$ cat src/rtl/write_back_if.sv
// write_back_if: retiring-instruction inputs, register-file write port and UART handshakes of the write-back stage
interface write_back_if #(parameter int INST_MEM_WIDTH = 2);
  logic                      in_valid;
  logic                      stall;
  logic                      distinct;
  logic                      RegWrite;
  logic [1:0]                MemtoReg;
  logic                      UARTtoReg;
  logic                      RegtoUART;
  logic [4:0]                rw;
  logic [31:0]               alu_result;
  logic [31:0]               mem_data;
  logic [31:0]               tx_src;
  logic [INST_MEM_WIDTH-1:0] pc1;
  logic                      reg_we;
  logic                      reg_distinct;
  logic [4:0]                reg_waddr;
  logic [31:0]               reg_wdata;
  logic                      uart_rx_valid;
  logic [7:0]                uart_rx_data;
  logic                      uart_rx_ready;
  logic                      uart_tx_valid;
  logic [7:0]                uart_tx_data;
  logic                      uart_tx_ready;
  modport master (
    output in_valid, distinct, RegWrite, MemtoReg, UARTtoReg, RegtoUART, rw,
           alu_result, mem_data, tx_src, pc1, uart_rx_valid, uart_rx_data, uart_tx_ready,
    input  stall, reg_we, reg_distinct, reg_waddr, reg_wdata, uart_rx_ready,
           uart_tx_valid, uart_tx_data
  );
  modport slave (
    input  in_valid, distinct, RegWrite, MemtoReg, UARTtoReg, RegtoUART, rw,
           alu_result, mem_data, tx_src, pc1, uart_rx_valid, uart_rx_data, uart_tx_ready,
    output stall, reg_we, reg_distinct, reg_waddr, reg_wdata, uart_rx_ready,
           uart_tx_valid, uart_tx_data
  );
endinterface

$ cat src/rtl/write_back.sv
// write_back: selects the retiring result, drives the register-file write port and runs blocking UART rx/tx
module write_back (
  input logic         CLK,
  input logic         reset,
  write_back_if.slave wb
);
  typedef enum logic [1:0] {IDLE, RX_WAIT, TX_WAIT} state_t;
  state_t      state, state_n;
  logic        acc, wr_rx, wr_norm, wr_en, wr_dist;
  logic [4:0]  wr_addr;
  logic [31:0] wr_data;
  logic        rx_distinct;
  logic [4:0]  rx_rw;
  logic        unused_bits;
  assign unused_bits      = ^wb.tx_src[31:8];
  assign wb.stall         = state != IDLE;
  assign wb.uart_rx_ready = state == RX_WAIT;
  assign wb.uart_tx_valid = state == TX_WAIT;
  assign acc              = wb.in_valid & ~wb.stall;
  always_comb begin
    state_n = state == IDLE    ? (acc & wb.UARTtoReg ? RX_WAIT : acc & wb.RegtoUART ? TX_WAIT : IDLE) :
              state == RX_WAIT ? (wb.uart_rx_valid ? IDLE : RX_WAIT) :
              state == TX_WAIT ? (wb.uart_tx_ready ? IDLE : TX_WAIT) : IDLE;
    wr_rx   = state == RX_WAIT & wb.uart_rx_valid;
    wr_norm = acc & ~wb.UARTtoReg & ~wb.RegtoUART & wb.RegWrite;
    wr_dist = wr_rx ? rx_distinct : wb.distinct;
    wr_addr = wr_rx ? rx_rw : wb.rw;
    wr_data = wr_rx                 ? {24'b0, wb.uart_rx_data} :
              wb.MemtoReg == 2'b01  ? wb.mem_data :
              wb.MemtoReg == 2'b10  ? 32'(wb.pc1) : wb.alu_result;
    // integer r0 is hardwired to zero, FP f0 is a real register
    wr_en   = (wr_rx | wr_norm) & (wr_dist | (|wr_addr));
  end
  always_ff @(posedge CLK or posedge reset) begin
    if (reset) begin
      state           <= IDLE;
      wb.reg_we       <= 1'b0;
      wb.reg_distinct <= 1'b0;
      wb.reg_waddr    <= 5'd0;
      wb.reg_wdata    <= 32'd0;
      wb.uart_tx_data <= 8'd0;
      rx_distinct     <= 1'b0;
      rx_rw           <= 5'd0;
    end else begin
      state     <= state_n;
      wb.reg_we <= wr_en;
      if (wr_en) begin
        wb.reg_distinct <= wr_dist;
        wb.reg_waddr    <= wr_addr;
        wb.reg_wdata    <= wr_data;
      end
      if (acc & wb.UARTtoReg) begin
        rx_distinct <= wb.distinct;
        rx_rw       <= wb.rw;
      end
      if (acc & wb.RegtoUART & ~wb.UARTtoReg) wb.uart_tx_data <= wb.tx_src[7:0];
    end
  end
endmodule

$ cat src/flat_wrapper.sv
// flat-port wrapper written by rule: the top's interface ports become plain ports
module write_back_flat 
  (CLK, reset, wb_in_valid, wb_distinct, wb_RegWrite, wb_MemtoReg, wb_UARTtoReg, wb_RegtoUART, wb_rw, wb_alu_result, wb_mem_data, wb_tx_src, wb_pc1, wb_uart_rx_valid, wb_uart_rx_data, wb_uart_tx_ready, wb_stall, wb_reg_we, wb_reg_distinct, wb_reg_waddr, wb_reg_wdata, wb_uart_rx_ready, wb_uart_tx_valid, wb_uart_tx_data);
  write_back_if #(.INST_MEM_WIDTH(2)) wb_i ();
  input logic CLK;
  input logic reset;
  input wire logic [$bits(wb_i.in_valid)-1:0] wb_in_valid;
  input wire logic [$bits(wb_i.distinct)-1:0] wb_distinct;
  input wire logic [$bits(wb_i.RegWrite)-1:0] wb_RegWrite;
  input wire logic [$bits(wb_i.MemtoReg)-1:0] wb_MemtoReg;
  input wire logic [$bits(wb_i.UARTtoReg)-1:0] wb_UARTtoReg;
  input wire logic [$bits(wb_i.RegtoUART)-1:0] wb_RegtoUART;
  input wire logic [$bits(wb_i.rw)-1:0] wb_rw;
  input wire logic [$bits(wb_i.alu_result)-1:0] wb_alu_result;
  input wire logic [$bits(wb_i.mem_data)-1:0] wb_mem_data;
  input wire logic [$bits(wb_i.tx_src)-1:0] wb_tx_src;
  input wire logic [$bits(wb_i.pc1)-1:0] wb_pc1;
  input wire logic [$bits(wb_i.uart_rx_valid)-1:0] wb_uart_rx_valid;
  input wire logic [$bits(wb_i.uart_rx_data)-1:0] wb_uart_rx_data;
  input wire logic [$bits(wb_i.uart_tx_ready)-1:0] wb_uart_tx_ready;
  output wire logic [$bits(wb_i.stall)-1:0] wb_stall;
  output wire logic [$bits(wb_i.reg_we)-1:0] wb_reg_we;
  output wire logic [$bits(wb_i.reg_distinct)-1:0] wb_reg_distinct;
  output wire logic [$bits(wb_i.reg_waddr)-1:0] wb_reg_waddr;
  output wire logic [$bits(wb_i.reg_wdata)-1:0] wb_reg_wdata;
  output wire logic [$bits(wb_i.uart_rx_ready)-1:0] wb_uart_rx_ready;
  output wire logic [$bits(wb_i.uart_tx_valid)-1:0] wb_uart_tx_valid;
  output wire logic [$bits(wb_i.uart_tx_data)-1:0] wb_uart_tx_data;
  assign wb_i.in_valid = wb_in_valid;
  assign wb_i.distinct = wb_distinct;
  assign wb_i.RegWrite = wb_RegWrite;
  assign wb_i.MemtoReg = wb_MemtoReg;
  assign wb_i.UARTtoReg = wb_UARTtoReg;
  assign wb_i.RegtoUART = wb_RegtoUART;
  assign wb_i.rw = wb_rw;
  assign wb_i.alu_result = wb_alu_result;
  assign wb_i.mem_data = wb_mem_data;
  assign wb_i.tx_src = wb_tx_src;
  assign wb_i.pc1 = wb_pc1;
  assign wb_i.uart_rx_valid = wb_uart_rx_valid;
  assign wb_i.uart_rx_data = wb_uart_rx_data;
  assign wb_i.uart_tx_ready = wb_uart_tx_ready;
  assign wb_stall = wb_i.stall;
  assign wb_reg_we = wb_i.reg_we;
  assign wb_reg_distinct = wb_i.reg_distinct;
  assign wb_reg_waddr = wb_i.reg_waddr;
  assign wb_reg_wdata = wb_i.reg_wdata;
  assign wb_uart_rx_ready = wb_i.uart_rx_ready;
  assign wb_uart_tx_valid = wb_i.uart_tx_valid;
  assign wb_uart_tx_data = wb_i.uart_tx_data;
  write_back u_core (.CLK(CLK), .reset(reset), .wb(wb_i));
endmodule
$ cat config.mk
export PLATFORM = sky130hd
export DESIGN_NAME = write_back_flat
export DESIGN_NICKNAME = d
export VERILOG_FILES = /design/src/rtl/write_back_if.sv /design/src/rtl/write_back.sv /design/src/flat_wrapper.sv
export SDC_FILE = /design/constraint.sdc
export NUM_CORES = 1
export LEC_CHECK = 0
export CAP_MARGIN = 10
export CELL_PAD_IN_SITES_DETAIL_PLACEMENT = 1
export CELL_PAD_IN_SITES_GLOBAL_PLACEMENT = 1
export CORE_MARGIN = 2
export CORE_UTILIZATION = 30
export DETAILED_ROUTE_END_ITERATION = 8
export PLACE_DENSITY = 0.81
export SLEW_MARGIN = 5
export SYNTH_ARGS = -nofsm -noshare
export SYNTH_HDL_FRONTEND = slang
export SYNTH_SLANG_ARGS = --single-unit
$ cat constraint.sdc
create_clock -name CLK -period 2.8 [get_ports CLK]
set_input_delay 0.56 -clock CLK [delete_from_list [all_inputs] [get_ports CLK]]
set_output_delay 0.56 -clock CLK [all_outputs]
set_load 0.005 [all_outputs]
==> flow_metrics.py <==
metrics = {
    "sta": {
        "period_needed_ps": 2290,
        "clock_skew_ps": 12.8,
        "finalCritPeriodShare_pct": 81.6,
        "rsz0062_at_grt": "false",
        "fmax_ghz": 0.437,
        "final_max_slew_viol_count": 0,
        "finalHoldViolCount": 0,
        "final.setup.tns_ps": 0,
        "worst_pin_slew_ps": 406,
        "finalSetupViolCount": 0,
        "worst_slack_ps": 514,
        "maxSlewHeadroom_pct": 72.9,
    },
    "clock_network": {
        "h-tree-depth": 2,
        "cts_made_buffers": 5,
        "clk_pin_slew_ps": 100,
        "post-cts-setup-buffers": 0,
        "ctsRootBufferMaster": "clkbuf_8",
        "cts_tree": "built",
        "cts-resized-gates": 0,
        "clk_latency_ps": 300,
        "cts_buffer_depth": 2,
        "cts_hold_buf": 0,
        "clock-sinks": 55,
    },
    "min_path": {
        "min_path_cells": 1,
        "hold_class": "flip-flop to flip-flop",
        "min_from": "u_core.wb.reg_wdata[27]",
    },
    "synth": {
        "yosys.cell_types.count": 28,
        "seq_area_frac_synth_pct": 43.0,
        "ys_ff_latch": 55,
        "synth.most_common_cell": "dfrtp_1",
        "synth_top_area_share_pct": 43.0,
        "synth_area_per_cell_um2": 11.7,
        "synth_ff_type": "dfrtp_1",
        "syn_area_um2": 3200,
        "synthesis.nets": 395,
        "synth_common_cells": "55 x dfrtp_1, 50 x mux2_2, 32 x a22oi_1, 32 x nor2_1, 27 x mux2_4",
        "synthTopCellsByArea": "dfrtp_1 43%, mux2_2 18%, mux2_4 13%, a22oi_1 7.5%, nor2_1 3.8%",
        "async_reset_ff_share_pct": 100,
        "yosysWarnings": 0,
        "syn-instance-count": 273,
        "yosys.area.top_type": "dfrtp_1",
        "synth-edff-count": 0,
    },
    "worst_setup_path": {
        "cp.depth": 6,
        "crit_family": "simple AND/OR/NAND/NOR gates",
        "cp.buffers_inverters": 2,
        "slowest_stage": "or4_4",
        "worstPathCellList": "clkdlybuf4s50_1 -> or4_4 -> nor3_2 -> o22ai_4 -> buf_12 -> mux2_1",
        "end_kind": "flip-flop",
        "rr_startpoint": "u_core.state[1]",
        "crit_start": "wb_rw[4]",
        "path_class": "primary input to flip-flop",
        "reg2regPathDepth": 5,
        "crit_path_start_kind": "primary input",
        "arrival_ps": 2470,
        "slowest_delay_ps": 570,
        "crit_path_max_fanout": 37,
        "crit_required_ps": 2990,
    },
    "place": {
        "pre_cts_ws_ps": 185,
        "place_area_um2": 4830,
        "place.gp.congestion": 0.729,
        "io_buffer_count": 147,
        "dpl.hpwl_um": 7210,
    },
    "finish": {
        "postLayoutCoreUtil_pct": 48.1,
        "synthToLayoutAreaGrowth_pct": 54.9,
        "diodes": 0,
        "nFillCells": 1129,
        "seq_area_um2": 1380,
        "drive_gt1_share_pct": 24.5,
        "fin_nets": 537,
        "final_area_um2": 4960,
        "multi_input_area_um2": 1710,
    },
    "drt": {
        "avgViaCountPerCell": 4.93,
        "drt-total-wl_um": 9610,
        "postRouteAntennaNets": 0,
        "wl_per_cell_um": 17.4,
        "first_pass_iters": 4,
        "via_count": 2720,
        "drc": 0,
        "first_iter_violations": 43,
    },
    "global_route": {
        "grt_overflow": 0,
        "grt_max_degree": 41,
        "antenna_found_initial": 0,
        "grt_pass1_wl_um": 15200,
        "grt_pass1_vias": 2996,
        "grt_usage_pct": 16.6,
    },
    "pwr": {
        "leakage_uw": 0.00207,
        "total_power_uw": 3290,
        "vdd_drop_max_mv": 0.296,
        "power-per-cell-area_nw_per_um2": 664,
    },
    "floorplan": {
        "start_util_pct": 31.0,
        "die_x_um": 107,
        "die_h_um": 107,
        "coreArea_um2": 10300,
        "dieArea_um2": 11500,
        "rows": 37,
        "pin_count": 172,
    },
    "run": {
        "max_cap_violations": 0,
    },
    "status": {
        "outcome": "finished clean",
    },
}
where the power goes:
part | total, µW | switching, µW | internal [µW] | leakage, µW
clock | 614 | 257 | 358 | 0.0000654
sequential | 1270 | 181 | 1090 | 0.000684
combinational | 1410 | 434 | 977 | 0.00132
stage by stage:
step | hold slack, ps | instances
floorplan | 483 | 273
global placement | 468 | 544
detailed placement | 480 | 544
CTS | 504 | 552
global route | 535 | 552
finish | 497 | 552
logic make-up (layout without fill, tap and decap cells):
| logic type | after synthesis | after routing | share of synthesized area, % |
|---|---|---|---|
| buf+inv | 26 | 169 | 3.83 |
| simple gates | 55 | 55 | 8.40 |
| mux | 86 | 86 | 33.2 |
| compound gates | 51 | 51 | 11.6 |
| flops | 55 | 55 | 43.0 |
path summary, 6_finish.rpt:
kind	to	slack (ps)
worst min register to register	u_core.wb.reg_wdata[27]	500
min in group asynchronous	u_core.wb.reg_wdata[10]	640
max in group asynchronous	u_core.wb.reg_wdata[0]	1870
worst max register to register	u_core.wb.reg_wdata[25]	730
worst max-delay path	u_core.wb.reg_wdata[28]	510
worst min-delay path	u_core.wb.reg_wdata[27]	500
layer usage:
metal | vias to the layer above | part of all wire (%) | global-route usage (%)
met4 | 0 | 0.88 | 3.11
met1 | 1353 | 41 | 19.8
met3 | 7 | 6.1 | 3.93
li1 | 1276 | - | -
met2 | 84 | 52 | 30.4
met5 | - | 0 | 0
final cells by class:
type / instances / area share (%)
clock inverters: 2 / 1.21
clock buffers: 6 / 1.46
multi-input cells: 192 / 34.4
inverters: 6 / 0.454
repair buffers: 155 / 31.3
well taps: 136 / 3.43
flip-flops and latches: 55 / 27.7
flip-flops by register name (all words and copies together), names as in the netlist:
register,flops
u_core.rx_rw,5
u_core.wb.reg_we,1
u_core.wb.reg_distinct,1
u_core.wb.reg_waddr,5
u_core.wb.uart_tx_data,8
u_core.wb.reg_wdata,32
u_core.rx_distinct,1
u_core.state,2
layout by cell type, fill, tap and decap left out, types with 2 or more instances in the layout:
cell type / count
inv_1: 5
o21ai_1: 2
o21ai_0: 9
clkbuf_8: 5
nor3_2: 2
mux2i_1: 4
mux2_4: 27
bufinv_16: 2
a211oi_1: 4
clkdlybuf4s50_1: 146
mux2_1: 5
nand2_1: 10
dfrtp_1: 55
buf_4: 6
mux2_2: 50
nor2_1: 31
a22oi_1: 32
o221ai_1: 2
or4_4: 2
nor3_1: 2
buf_12: 2
Note: power is estimated with default switching activity, not from simulation.
